### src/rtl/eth_pkg.sv
// Shared Ethernet constants for the receive and transmit datapaths.
// Latency: n/a (constants only).
// Backpressure: n/a.
package eth_pkg;

    // Length of the frame check sequence in bytes; the default trailer depth.
    localparam int FCS_BYTES = 4;

    // Minimum legal frame length in bytes, enforced by the frame parser.
    localparam int ETH_MIN_FRAME = 64;

endpackage : eth_pkg

### src/rtl/rx_tail_strip.sv
// Strips the final DEPTH beats (e.g. FCS) of every frame and presents them separately.
// Latency: every output is registered, 1 cycle from the accepted input beat.
// Backpressure: none; the input cannot stall and every valid beat is accepted.
//
// Ports:
//   clk, rst             clock, synchronous active-high reset
//   in_data/valid/last   input beat stream; in_last marks the final beat of a frame
//   in_abort             drop the current frame; wins over in_valid
//   out_data/valid/last  payload stream with the trailer removed
//   trailer, trailer_valid  stripped beats (oldest in the low bits), pulse on load
//   runt                 pulse when a frame ends with no payload (<= DEPTH beats)
module rx_tail_strip
    import eth_pkg::*;
#(
    parameter int WIDTH = 8,
    parameter int DEPTH = FCS_BYTES
) (
    input  logic                   clk,
    input  logic                   rst,
    input  logic [WIDTH-1:0]       in_data,
    input  logic                   in_valid,
    input  logic                   in_last,
    input  logic                   in_abort,
    output logic [WIDTH-1:0]       out_data,
    output logic                   out_valid,
    output logic                   out_last,
    output logic [DEPTH*WIDTH-1:0] trailer,
    output logic                   trailer_valid,
    output logic                   runt
);

    localparam int CNT_W = $clog2(DEPTH + 1);
    localparam logic [CNT_W-1:0] FULL = CNT_W'(DEPTH);

    // Entry 0 holds the oldest beat; new beats go in at index count.
    logic [WIDTH-1:0]       beat_buf [DEPTH];
    logic [CNT_W-1:0]       count;
    logic [DEPTH*WIDTH-1:0] trailer_next;

    // Trailer on a frame end with a full buffer: entries 1..DEPTH-1 then
    // the closing beat. Entry 0 leaves as the last payload beat instead.
    always_comb begin
        trailer_next = '0;
        for (int i = 0; i < DEPTH - 1; i++) begin
            trailer_next[i*WIDTH +: WIDTH] = beat_buf[i+1];
        end
        trailer_next[(DEPTH-1)*WIDTH +: WIDTH] = in_data;
    end

    always_ff @(posedge clk) begin
        if (rst) begin
            count         <= '0;
            out_data      <= '0;
            out_valid     <= 1'b0;
            out_last      <= 1'b0;
            trailer       <= '0;
            trailer_valid <= 1'b0;
            runt          <= 1'b0;
            for (int i = 0; i < DEPTH; i++) begin
                beat_buf[i] <= '0;
            end
        end else begin
            // Pulses default low; out_data and trailer hold their last value.
            out_valid     <= 1'b0;
            out_last      <= 1'b0;
            trailer_valid <= 1'b0;
            runt          <= 1'b0;

            if (in_abort) begin
                // Already-emitted payload ends without out_last; the parser
                // handles the truncated frame.
                count <= '0;
            end else if (in_valid) begin
                if (count == FULL) begin
                    out_valid <= 1'b1;
                    out_data  <= beat_buf[0];
                    out_last  <= in_last;
                    if (in_last) begin
                        trailer       <= trailer_next;
                        trailer_valid <= 1'b1;
                        count         <= '0;
                    end else begin
                        for (int i = 0; i < DEPTH - 1; i++) begin
                            beat_buf[i] <= beat_buf[i+1];
                        end
                        beat_buf[DEPTH-1] <= in_data;
                    end
                end else if (in_last) begin
                    // Frame too short to carry any payload.
                    runt  <= 1'b1;
                    count <= '0;
                end else begin
                    for (int i = 0; i < DEPTH; i++) begin
                        if (count == CNT_W'(i)) begin
                            beat_buf[i] <= in_data;
                        end
                    end
                    count <= count + 1'b1;
                end
            end
        end
    end

endmodule : rx_tail_strip
### config.mk
export PLATFORM = sky130hd
export DESIGN_NAME = rx_tail_strip
export DESIGN_NICKNAME = d
export VERILOG_FILES = /design/src/rtl/eth_pkg.sv /design/src/rtl/rx_tail_strip.sv
export SDC_FILE = /design/constraint.sdc
export NUM_CORES = 1
export LEC_CHECK = 0
export BUFFER_PORTS_ARGS = -buffer_cell sky130_fd_sc_hd__buf_4
export CORE_MARGIN = 1
export CORE_UTILIZATION = 45
export DETAILED_ROUTE_END_ITERATION = 8
export PLACE_DENSITY = 0.66
export SLEW_MARGIN = 20
export SYNTH_ARGS = -nofsm -noshare
export SYNTH_HDL_FRONTEND = slang
export SYNTH_SLANG_ARGS = --single-unit
### constraint.sdc
create_clock -name clk -period 2.7 [get_ports clk]
set_input_delay 0.54 -clock clk [delete_from_list [all_inputs] [get_ports clk]]
set_output_delay 0.54 -clock clk [all_outputs]
set_load 0.01 [all_outputs]
==> results by stage, run 1 <==
Timing:
- The total count of hold-check failures in the final report is 0.
- Setup repair after global routing left no endpoint under its margin.
- Dividing the final minimum period by the clock period gives 0.744.
- Subtracting the final worst setup slack from the clock period gives 2.01 ns.
- For the final routed database, the setup TNS stands at 0 ns.
- Based on the critical path, the design can be clocked at up to between 0.4 and 0.5 GHz.
- For the final database, setup skew stands at between 0.005 and 0.006 ns.
- The max-slew violation count came to 0.
- At the pin with the least slew margin, the transition time is 0.903 ns.
- The tightest slew margin relative to the limit is 0.397.
- The number of setup violations in the final report is 0.
- On the final layout, the worst hold slack is roughly 0.46 ns.

Finish:
- 0 antenna diodes ended up in the layout.
- Once layout is done, the placed cells without fillers occupy between 4000 and 5000 sq um.
- The most common library cell in the layout ignoring fill and taps is buf_4.
- In the final layout, the share of cells above drive strength 1 is 0.238.
- The core occupancy in the finished layout is 0.558.
- The fill cell instance count of the final layout is around 680.
- The number of cells in the finished layout apart from fillers is roughly 490.
- In the layout the commonest cells are buf_4, a21oi_1, dfxtp_1, o21ai_0, nand3_1.
- Relative to the synthesized area, the layout overhead comes to 19.9%.
- The net count reported at finish is just over 400.

Clock tree:
- The clock latency at the later pin of the worst-skew pair is between 0.3 and 0.4 ns.
- TritonCTS built the clock tree.
- Clock tree synthesis found a total of roughly 80 sinks.
- The number of post-CTS setup repair buffers is 0.
- The cell at the root of the clock tree is clkbuf_8.
- In this run, post-CTS hold repair placed 0 buffers.
- In this run the deepest clock path goes through 2 buffers.
- Clock-pin slew was measured on the worst setup and hold paths at around 0.080 ns.
- Buffers inserted during clock tree synthesis total 9.
- The number of H-tree levels is 3.
- The post-CTS resize count is 0.

Global routing:
- The first global-routing pass estimated 12.7 mm of wire.
- After global routing the overflow that remains totals 0.
- The number of global-route vias before repair came to about 2500.
- The number of antenna violations at the first check in global routing came to 0.
- The pin count of the biggest net entering global routing is 45.
- The total routing resource utilization after global routing is 0.222.

Critical path:
- Along the worst path, the maximum fanout reaches 8.
- The category of the most critical setup path is reg -> reg.
- The endpoint of the worst register-to-register path is beat_buf[1][5]$_SDFFCE_PP0P_.
- The element type at the critical path end is a flop.
- The worst register-to-register path has a depth of 5.
- The startpoint kind of the worst setup timing path is a flop.
- The critical path data required time is 2.91 ns.
- The critical register-to-register path startpoint is count[1]$_SDFFE_PP0P_.
- The data arrival time of the critical path is ~2.2 ns.
- The register-to-register path setup slack is approximately 0.7 ns.

Placed design:
- During placement, the flow inserted port buffers numbering between 50 and 60.
- The number of placed instances, taps included, is about 480.
- The HPWL after detailed placement is between 5 and 6 mm.
- The placer's final routability congestion estimate is between 0.8 and 0.9.
- In this run the cell area measured after placement is ~3800 sq um.

Floorplanning:
- The area enclosed by the die boundary is between 7000 and 8000 sq um.
- The row count is 31.
- The effective utilization at floorplan is 0.465.
- The I/O pin count is 57.
- From left edge to right edge, the die measures between 80 and 90 um.
- The floorplan step set the die height to slightly below 90 um.
- The total area inside the core boundary comes to ~7200 sq um.

Synthesis:
- After synthesis, the mean cell area works out to a little under 10 sq um.
- Of the post-synthesis cell area, the dominant cell type holds 0.286.
- The number of flip-flops and latches in the synthesized netlist is 78.
- Yosys mapped the design onto 35 distinct sky130hd cell types.
- The cell count after synthesis is 346.
- The compound-gate portion of the synthesized area is 0.213.
- Synthesis produced a netlist with a net count of ~360.
- Yosys attributes the largest share of cell area to edfxtp_1, dfxtp_1, a21oi_1.
- Measured against the total synthesized area, the mux share comes to 0.
- The XOR/XNOR share of the synthesized area is 0.
- After synthesis the cells add up to 3360 sq um.
- The adder and majority cell fraction of the synthesized area is 0.0186.
- For this run, the register share of the synthesized area comes to 0.560.
- The Yosys step of the flow raised 0 warnings.
- Of the total synthesized cell area, the portion taken by AND, OR, NAND and NOR gates is 0.151.
- Of all cell types, the one taking the most synthesized area is edfxtp_1.
- After synthesis, the largest family of logic cells by area is compound AO/OA/AOI/OAI gates.

Min path:
- Along the worst hold path, the cell count comes to 2.
- The class of the most critical hold timing path is reg -> reg.
- The worst hold path terminates at out_data[0]$_SDFFE_PP0P_.
- In this run the most critical hold path is launched from out_data[0]$_SDFFE_PP0P_.

Detailed routing:
- The detail route stage leaves a number of antenna-violating nets equal to 0.
- The first routing iteration left 266 violations.
- The final wirelength is about 8.3 mm.
- The detail-routed net length per standard cell is ~17 um.
- Summing over every cut layer, the via total after detailed routing is roughly 2800.
- The count of unresolved DRC violations after routing is 0.
- The detailed-routing iteration count for the pre-antenna-repair pass is 5.
- The mean number of vias per cell is around 5.6.

Power:
- The total power divided by cell area is roughly 580 nW/um^2.
- In this run the static leakage power is ~1.4 nW.
- The maximum VDD drop is approximately 270 uV.

Status:
- The run finished with clean final reports.

Flow run:
- Across the run, the number of max-cap violations was 0.
-- final cells by class --
class | instances | area (sq um) | area share
clock buffers | 11 | 163 | 0.0404
clock inverters | 5 | 52.6 | 0.0131
inverters | 6 | 22.5 | 0.00560
multi-input cells | 229 | 1290 | 0.320
flip-flops and latches | 78 | 1880 | 0.468
well taps | 99 | 124 | 0.0308
repair buffers | 66 | 495 | 0.123
-- worst max-delay path: stages (launching register included) --
cell,delay [ns]
dfxtp_1,0.38
inv_1,0.08
ha_1,0.20
nor3b_1,0.73
o21ai_0,0.25
a21oi_1,0.21
-- cells in the mapped netlist (all sizes together) --
master,instances
nor2b,2
nor3b,1
edfxtp,32
inv,5
nor4b,1
o21ai,42
a22oi,16
a32o,1
and3,1
and4b,1
a21oi,59
clkbuf,20
and2,10
a221o,1
clkinv,1
o31ai,2
dfxtp,46
ha,5
nand2b,2
o21a,1
and4,1
nand3,40
or4b,1
a31o,1
o21ba,1
buf,13
nand4b,1
nor3,1
nor2,13
nand2,25
-- per-stage QoR --
step	total power, W	setup slack (ns)
6_report	0.00232	0.690
5_1_grt	0.00238	0.567
4_1_cts	0.00233	0.709
3_5_place_dp	0.00140	0.601
3_3_place_gp	0.00140	0.597
2_1_floorplan	0.00134	0.561
-- worst max-delay path by stage --
stage	cells past startpoint	end	start
2_1_floorplan	4	beat_buf[2][0]$_DFFE_PP_	rst
3_3_place_gp	4	beat_buf[2][1]$_DFFE_PP_	in_last
3_5_place_dp	4	beat_buf[2][7]$_DFFE_PP_	in_last
4_1_cts	6	beat_buf[0][4]$_DFFE_PP_	count[0]$_SDFFE_PP0P_
5_1_grt	6	beat_buf[0][4]$_DFFE_PP_	count[0]$_SDFFE_PP0P_
6_report	5	beat_buf[1][5]$_SDFFCE_PP0P_	count[1]$_SDFFE_PP0P_
-- per-layer routing --
layer / vias to the layer above / global-route usage / wire [um]
li1: 1331 / - / -
met1: 1341 / 0.273 / 3480
met2: 95 / 0.360 / 4030
met3: 22 / 0.0457 / 505
met4: 0 / 0.135 / 241
met5: - / 0 / 0
-- power breakdown --
part / internal [W] / leakage, nW / total (W) / switching, W
sequential: 0.00124 / 0.702 / 0.00126 / 0.0000130
combinational: 0.0000349 / 0.619 / 0.000114 / 0.0000794
clock: 0.000506 / 0.115 / 0.000948 / 0.000441
-- kinds of logic after synthesis --
group / count (synthesis)
AO/OA/AOI/OAI: 124
buffers and inverters: 39
flip-flops: 78
adder cells (fa/ha/maj): 5
AND/OR/NAND/NOR: 100
-- sequential cells by signal, indices dropped and copies added (netlist names) --
signal and cells:
trailer_valid 1, trailer 32, out_data 8, out_valid 1
runt 1, beat_buf 32, count 3
(Power assumes the default switching activity.)
==> run 2, diff against run 1 <==
clock period = 2.08 ns   (was 2.7 ns; I/O delays follow)
==> results by stage, run 2 (same netlist as run 1, synthesis figures left out) <==
Status:
- The run finished with clean final reports.

Timing:
- The clock tree skew after final layout is 0.00403 ns.
- The total count of hold-check failures in the final report is 0.
- The final critical delay including setup and external delays is ~1.9 ns.
- Setup repair after global routing left no endpoint under its margin.
- The tightest slew margin relative to the limit is 0.521.
- The worst setup slack after layout is between 0.2 and 0.25 ns.
- The actual slew at the worst max-slew pin is between 0.7 and 0.8 ns.
- The minimum hold slack is approximately 0.37 ns.
- The max-slew violation count is 0.
- Derived from the worst setup path, the maximum achievable clock frequency is 0.533 GHz.
- The fraction of the cycle the final worst path needs is 0.902.
- Setup violations remaining at the end of the flow were counted as 0.
- The final setup TNS is 0 ns.

Critical path:
- The number of buffers and inverters on the critical path is 3.
- The family with the most delay on the worst path is buffers and inverters.
- The category of the most critical setup path is reg -> reg.
- The worst register-to-register path has a setup slack of slightly above 0.2 ns.
- The worst setup path is launched from a flop.
- At the worst endpoint, the arrival time is a little under 2 ns.
- The critical path data required time is ~2.2 ns.
- Walking the worst path, the cells encountered are inv_1 -> ha_1 -> buf_4 -> and2_1 -> buf_12 -> o21ai_0 -> a21oi_1.
- The element type at the critical path end is a flop.
- The endpoint of the worst register-to-register path is beat_buf[1][1]$_SDFFCE_PP0P_.
- Along the worst path, the maximum fanout reaches 19.
- Measured in cells, the most critical reg-to-reg path has a length of 7.
- The slowest stage of the critical path belongs to the cell dfxtp_1.
- The largest stage delay on the critical path is 0.38 ns.
- The critical register-to-register path startpoint is count[0]$_SDFFE_PP0P_.

Min path:
- The startpoint of the most critical hold path is in_data[4].
- The worst hold path passes through 3 cells.
- The tightest min-delay check is of the in -> reg type.
- The end of the worst hold path is trailer[28]$_SDFFE_PP0P_.

Power:
- The total net switching power is about 0.0007 W.
- The leakage component of the power is 1.50 nW.
- The sequential share of power is 0.530.
- Cell internal power was estimated by the tool at approximately 0.0024 W.
- For this design the ratio of total power to cell area is about 740 nW/um^2.
- The share of total power dissipated in the clock network is 0.420.
- Of the total power, the share spent switching nets is 0.221.
- The share of power burned in combinational logic is 0.050.
- The maximum VDD drop is approximately 380 uV.

Detailed routing:
- The count of unresolved DRC violations after routing is 0.
- Using the TritonRoute via totals, the vias-per-cell ratio works out to around 5.5.
- The detail-routed net length per standard cell is roughly 16 um.
- After the first detailed-routing iteration, the DRC count stood at about 120.
- The final wirelength is about 8 mm.
- The detailed-routing iteration count for the pre-antenna-repair pass is 4.
- The number of vias after detailed routing is ~2800.
- The final antenna-violating net count is 0.

Clock tree:
- TritonCTS built the clock tree.
- The hold-fix buffer count after cts is 0.
- The tree is rooted in a clkbuf_8.
- TritonCTS created 9 clock buffers.
- For this design, the sink count on the clock tree is 78.
- The clock passes through at most 2 buffers.
- The clock reaches the later pin of the worst-skew pair after 0.35 ns.
- The clock transition at the register clock pins on the worst setup and hold paths after CTS is ~0.080 ns.
- The number of H-tree levels is 3.
- Once the clock tree was built, the setup fixing pass inserted 0 buffers.

Floorplanning:
- For this configuration, the core starts out at a cell density of 0.465.
- The floorplan step defined a die boundary enclosing between 7000 and 8000 sq um.
- In this run the core area contains 31 standard-cell rows.
- The die is slightly below 90 um tall.
- In this run the count of I/O pins placed on the die edge is 57.
- The total area inside the core boundary comes to 7210 sq um.
- The horizontal die dimension is slightly below 90 um.

Placed design:
- The number of placed cells counting well taps is 490.
- Once detailed placement completed, the half-perimeter wirelength came to between 5 and 6 mm.
- The placer's final routability congestion estimate is about 0.91.
- Prior to clock tree synthesis, the placed netlist has a worst setup slack of -0.00916 ns.
- The port buffer count is 56.

Finish:
- Of the cells placed in the final design, the portion with a size suffix greater than 1 is 0.265.
- The library cell used most frequently in the layout, excluding fill and tap cells, is buf_4.
- The layout-stage area growth over the synthesis result is 23.8%.
- The final antenna diode count is 0.
- The net count reported at finish is 420.
- In the layout the commonest cells are buf_4, a21oi_1, dfxtp_1, o21ai_0, nand3_1.
- The finished layout holds between 500 and 600 standard cells, fillers aside.
- The largest registers in the layout are beat_buf x32, trailer x32, out_data x8.

Global routing:
- The remaining global-route overflow is 0.
- The pin count of the biggest net entering global routing is 41.
- The number of antenna violations at the first check in global routing is 0.
- The wire length of the first global-routing pass is approximately 12 mm.
- The total routing resource utilization after global routing is 0.215.
- The number of global-route vias before repair is about 2500.

Flow run:
- Max-cap violations in this run came to 0.
run 2: power groups by stage:
stage,sequential [W],combinational [W],clock [W]
after global routing,0.00164,0.000167,0.00137
after detailed placement,0.00167,0.000151,0
final,0.00163,0.000154,0.00130
after global placement,0.00167,0.000150,0
after CTS,0.00163,0.000152,0.00132
after floorplan,0.00166,0.0000846,0
run 2: per-layer routing:
layer,global-route usage,vias up,share of wire,wire (um)
met5,0,-,0,0
met4,0.0953,0,0.023,183
met3,0.0364,15,0.043,338
met2,0.346,67,0.49,3940
met1,0.285,1358,0.44,3490
li1,-,1352,-,-
run 2: layout make-up:
type / instances / area [sq um]
clock inverters: 4 / 48.8
inverters: 6 / 22.5
clock buffers: 12 / 188
flip-flops and latches: 78 / 1880
repair buffers: 78 / 598
fillers: 649 / 3060
multi-input cells: 229 / 1290
well taps: 99 / 124
run 2: tightest hold or removal path: stages:
cell and delay (ns):
buf_4 0.14, nand3_1 0.07, a21oi_1 0.05
run 2: what timing repair did:
item,in CTS,in global routing
resized for setup,1,1
pin swaps,0,0
setup endpoints to repair,8,8
run 2: how the worst max path moves through the flow:
stage | startpoint | endpoint | slack, ns | depth (start not counted)
2_1_floorplan | count[0]$_SDFFE_PP0P_ | beat_buf[2][0]$_DFFE_PP_ | 0.01 | 7
3_3_place_gp | in_last | beat_buf[3][6]$_DFFE_PP_ | 0.11 | 3
3_5_place_dp | count[0]$_SDFFE_PP0P_ | beat_buf[3][7]$_DFFE_PP_ | -0.009 | 4
4_1_cts | count[0]$_SDFFE_PP0P_ | beat_buf[1][0]$_SDFFCE_PP0P_ | 0.11 | 4
5_1_grt | count[0]$_SDFFE_PP0P_ | beat_buf[1][0]$_SDFFCE_PP0P_ | 0.04 | 7
6_report | count[0]$_SDFFE_PP0P_ | beat_buf[1][1]$_SDFFCE_PP0P_ | 0.20 | 7
run 2: through the flow:
stage | utilization | cell area (sq um) | power [W]
after floorplan | - | 3360 | 0.00174
after global placement | 0.542 | 3910 | 0.00182
after detailed placement | 0.542 | 3910 | 0.00182
after CTS | 0.576 | 4150 | 0.00310
after global routing | 0.576 | 4160 | 0.00318
final | 0.576 | 4160 | 0.00308
==> run 3, diff against run 2 <==
CORE_UTILIZATION = 39   (was 45)
PLACE_DENSITY = unset   (was 0.66)
==> results by stage, run 3 (same netlist as run 1, synthesis figures left out) <==
Timing:
- The clock tree skew after final layout is a little under 0.01 ns.
- For the pin with the worst max-slew slack, the measured transition is ~0.59 ns.
- The max-slew violation count is 0.
- Setup repair after global routing left no endpoint under its margin.
- Dividing the final minimum period by the clock period gives 0.925.
- The number of setup violations in the final report is 0.
- The tightest slew margin relative to the limit is 0.609.
- In the final timing run, aggregate negative setup slack is 0 ns.
- The final critical delay including setup and external delays is around 1.9 ns.
- The total count of hold-check failures in the final report is 0.
- Static timing analysis puts the maximum clock frequency at 0.520 GHz.

Min path:
- The class of the most critical hold timing path is in -> reg.
- The worst hold path terminates at out_valid$_SDFF_PP0_.
- The startpoint identified for the worst hold timing path is in_valid.
- The number of cells on the worst hold path is 2.

Critical path:
- The largest single stage delay on the critical path is around 0.50 ns.
- The cell with the largest stage delay on the worst path is nor2b_1.
- The depth of the most critical reg-to-reg path is 3.
- The critical register-to-register path startpoint is count[0]$_SDFFE_PP0P_.
- The top fanout value on the critical path is 9.
- The data arrival time of the critical path is roughly 1.9 ns.
- Across all register-to-register paths, the minimum setup slack is around 0.16 ns.
- The startpoint kind of the worst setup timing path is a flop.
- The critical path data required time is around 2.1 ns.
- Walking the worst path, the cells encountered are ha_1 -> nor2b_1 -> a221o_1.
- The worst register-to-register path ends at beat_buf[1][2]$_SDFFCE_PP0P_.
- The setup path with the least slack is of type reg -> reg.
- The element type at the critical path end is a flop.

Global routing:
- Summed over all layers, the global routing overflow is 0.
- met2 is the most crowded layer.
- The met3 demand-to-capacity share in global routing is 0.0499.
- For this run, global-route usage on met2 was measured as 0.299.
- Entering global routing, the biggest net connects between 40 and 50 pins.
- The wire length of the first global-routing pass is between 10 and 15 mm.
- Across every metal layer, demand over resource in global routing totals 0.190.
- The number of global-route vias before repair is about 2600.
- For met1 alone, demand over resource in global routing was 0.253.
- The number of antenna violations at the first check in global routing came to 0.

Power:
- The leakage component of the power is 1.44 nW.
- Of the total power, the clock network draws 0.395.
- Across the VDD grid, the largest voltage drop is 402 uV.
- In this run the power spent charging and discharging nets is ~0.00065 W.
- The total power divided by cell area is 725 nW/um^2.
- The internal power of the cells totals approximately 0.0023 W.
- Of the total power, the share spent switching nets is 0.220.
- The sequential share of power is 0.555.
- Of the total power, combinational logic draws 0.050.

Finish:
- In the final layout, the multi-input gates occupy approximately 1300 sq um.
- The layout has just over 800 filler cells.
- In the final layout, flip-flops and latches occupy between 1500 and 2000 sq um.
- The number of cells in the finished layout apart from fillers is 505.
- The number of antenna diodes in the final layout is 0.
- In the layout the commonest cells are buf_4, a21oi_1, dfxtp_1, o21ai_0, nand3_1.
- The layout-stage area growth over the synthesis result is 20.8%.
- Leaving out fill and tap cells, the most frequent cell in the layout is buf_4.
- The largest registers in the layout are beat_buf x32, trailer x32, out_data x8.
- The net count reported at finish is about 410.
- The share of post-route cells with drive strength above 1 is 0.238.

Placed design:
- Detailed placement finished with a half-perimeter wire length of 5.44 mm.
- Input and output buffers added on the ports amount to 56.
- The placer's final routability congestion estimate is between 0.8 and 0.9.
- Including well taps, the total number of placed cells is 489.

Detailed routing:
- Summing over every cut layer, the via total after detailed routing is 2742.
- The mean number of vias per cell is 5.43.
- The final antenna-violating net count is 0.
- In the final routed layout, each cell accounts on average for ~16 um.
- After detailed routing, the number of remaining DRC violations is 0.
- The final wirelength is a little under 8 mm.
- The detailed-routing iteration count for the pre-antenna-repair pass is 4.
- In this run, the number of DRC markers left after iteration 0 of detailed routing was 210.

Clock tree:
- CTS built an H-tree with a depth of 3.
- The later pin in the worst-skew pair is clocked with a latency of 0.34 ns.
- The clock passes through at most 2 buffers.
- The number of setup buffers added after CTS is 0.
- The post-CTS resize count is 0.
- For this design, the sink count on the clock tree is slightly below 80.
- The number of buffers created by CTS is 9.
- The cell sitting at the root of the clock tree is a clkbuf_8.
- TritonCTS built the clock tree.
- The clock transition at the register clock pins on the worst setup and hold paths after CTS is approximately 0.07 ns.
- The hold-fix buffer count after cts is 0.

Floorplanning:
- The I/O pin count is 57.
- The core footprint is a little over 8000 sq um.
- The initialized floorplan defines 33 standard-cell rows.
- The effective utilization at floorplan is 0.407.
- The floorplan step set the die width to 94.8 um.
- From bottom edge to top edge, the die measures 94.8 um.
- The area enclosed by the die boundary is 8990 sq um.

Status:
- The flow ran to the end, and the final reports show no timing, DRC or antenna violations.

Flow run:
- Across the run, the number of max-cap violations was 0.
run 3: worst max-delay path by stage:
| stage | startpoint | end | slack, ns |
|---|---|---|---|
| finish | count[0]$_SDFFE_PP0P_ | beat_buf[1][2]$_SDFFCE_PP0P_ | 0.16 |
| global route | count[0]$_SDFFE_PP0P_ | beat_buf[1][5]$_SDFFCE_PP0P_ | 0.05 |
| detailed placement | count[0]$_SDFFE_PP0P_ | beat_buf[1][6]$_SDFFCE_PP0P_ | 0.15 |
| floorplan | count[0]$_SDFFE_PP0P_ | beat_buf[2][0]$_DFFE_PP_ | 0.01 |
| CTS | count[0]$_SDFFE_PP0P_ | beat_buf[1][5]$_SDFFCE_PP0P_ | 0.15 |
| global placement | in_abort | beat_buf[2][4]$_DFFE_PP_ | 0.23 |
run 3: area by class of cell:
type,count,share of cell area
sequential,78,0.464
multi-input combinational,229,0.317
timing repair buffer,71,0.131
clock buffer,14,0.0404
tap,105,0.0324
clock inverter,2,0.00956
inverter,6,0.00555
run 3: critical path: cells and delay by family, from the launching register on:
kind / cells / cell delay, ns
fa+ha+maj: 1 / 0.21
flops: 1 / 0.41
simple gates: 1 / 0.50
compound gates: 1 / 0.47
run 3: through the flow:
| stage | area [sq um] | utilization | total power, W | hold slack [ns] | setup slack [ns] |
|---|---|---|---|---|---|
| floorplan | 3360 | - | 0.00174 | 0.471 | 0.0131 |
| global placement | 3850 | 0.467 | 0.00181 | 0.448 | 0.228 |
| global route | 4060 | 0.491 | 0.00306 | 0.362 | 0.0481 |
| finish | 4060 | 0.491 | 0.00294 | 0.379 | 0.156 |
| detailed placement | 3850 | 0.467 | 0.00181 | 0.447 | 0.151 |
| CTS | 4060 | 0.491 | 0.00297 | 0.359 | 0.146 |
run 3: power groups by stage:
stage          combinational [W]  clock (W)  sequential (W)
2_1_floorplan          0.0000846          0         0.00166
3_3_place_gp            0.000145          0         0.00167
3_5_place_dp            0.000147          0         0.00167
4_1_cts                 0.000147    0.00119         0.00163
5_1_grt                 0.000161    0.00126         0.00163
6_report                0.000147    0.00116         0.00163
run 3: layer usage:
layer  vias to the layer above  wire, um
met5                         -         0
met4                         0        95
met3                         8       543
met2                        89      3660
met1                      1304      3620
li1                       1341         -
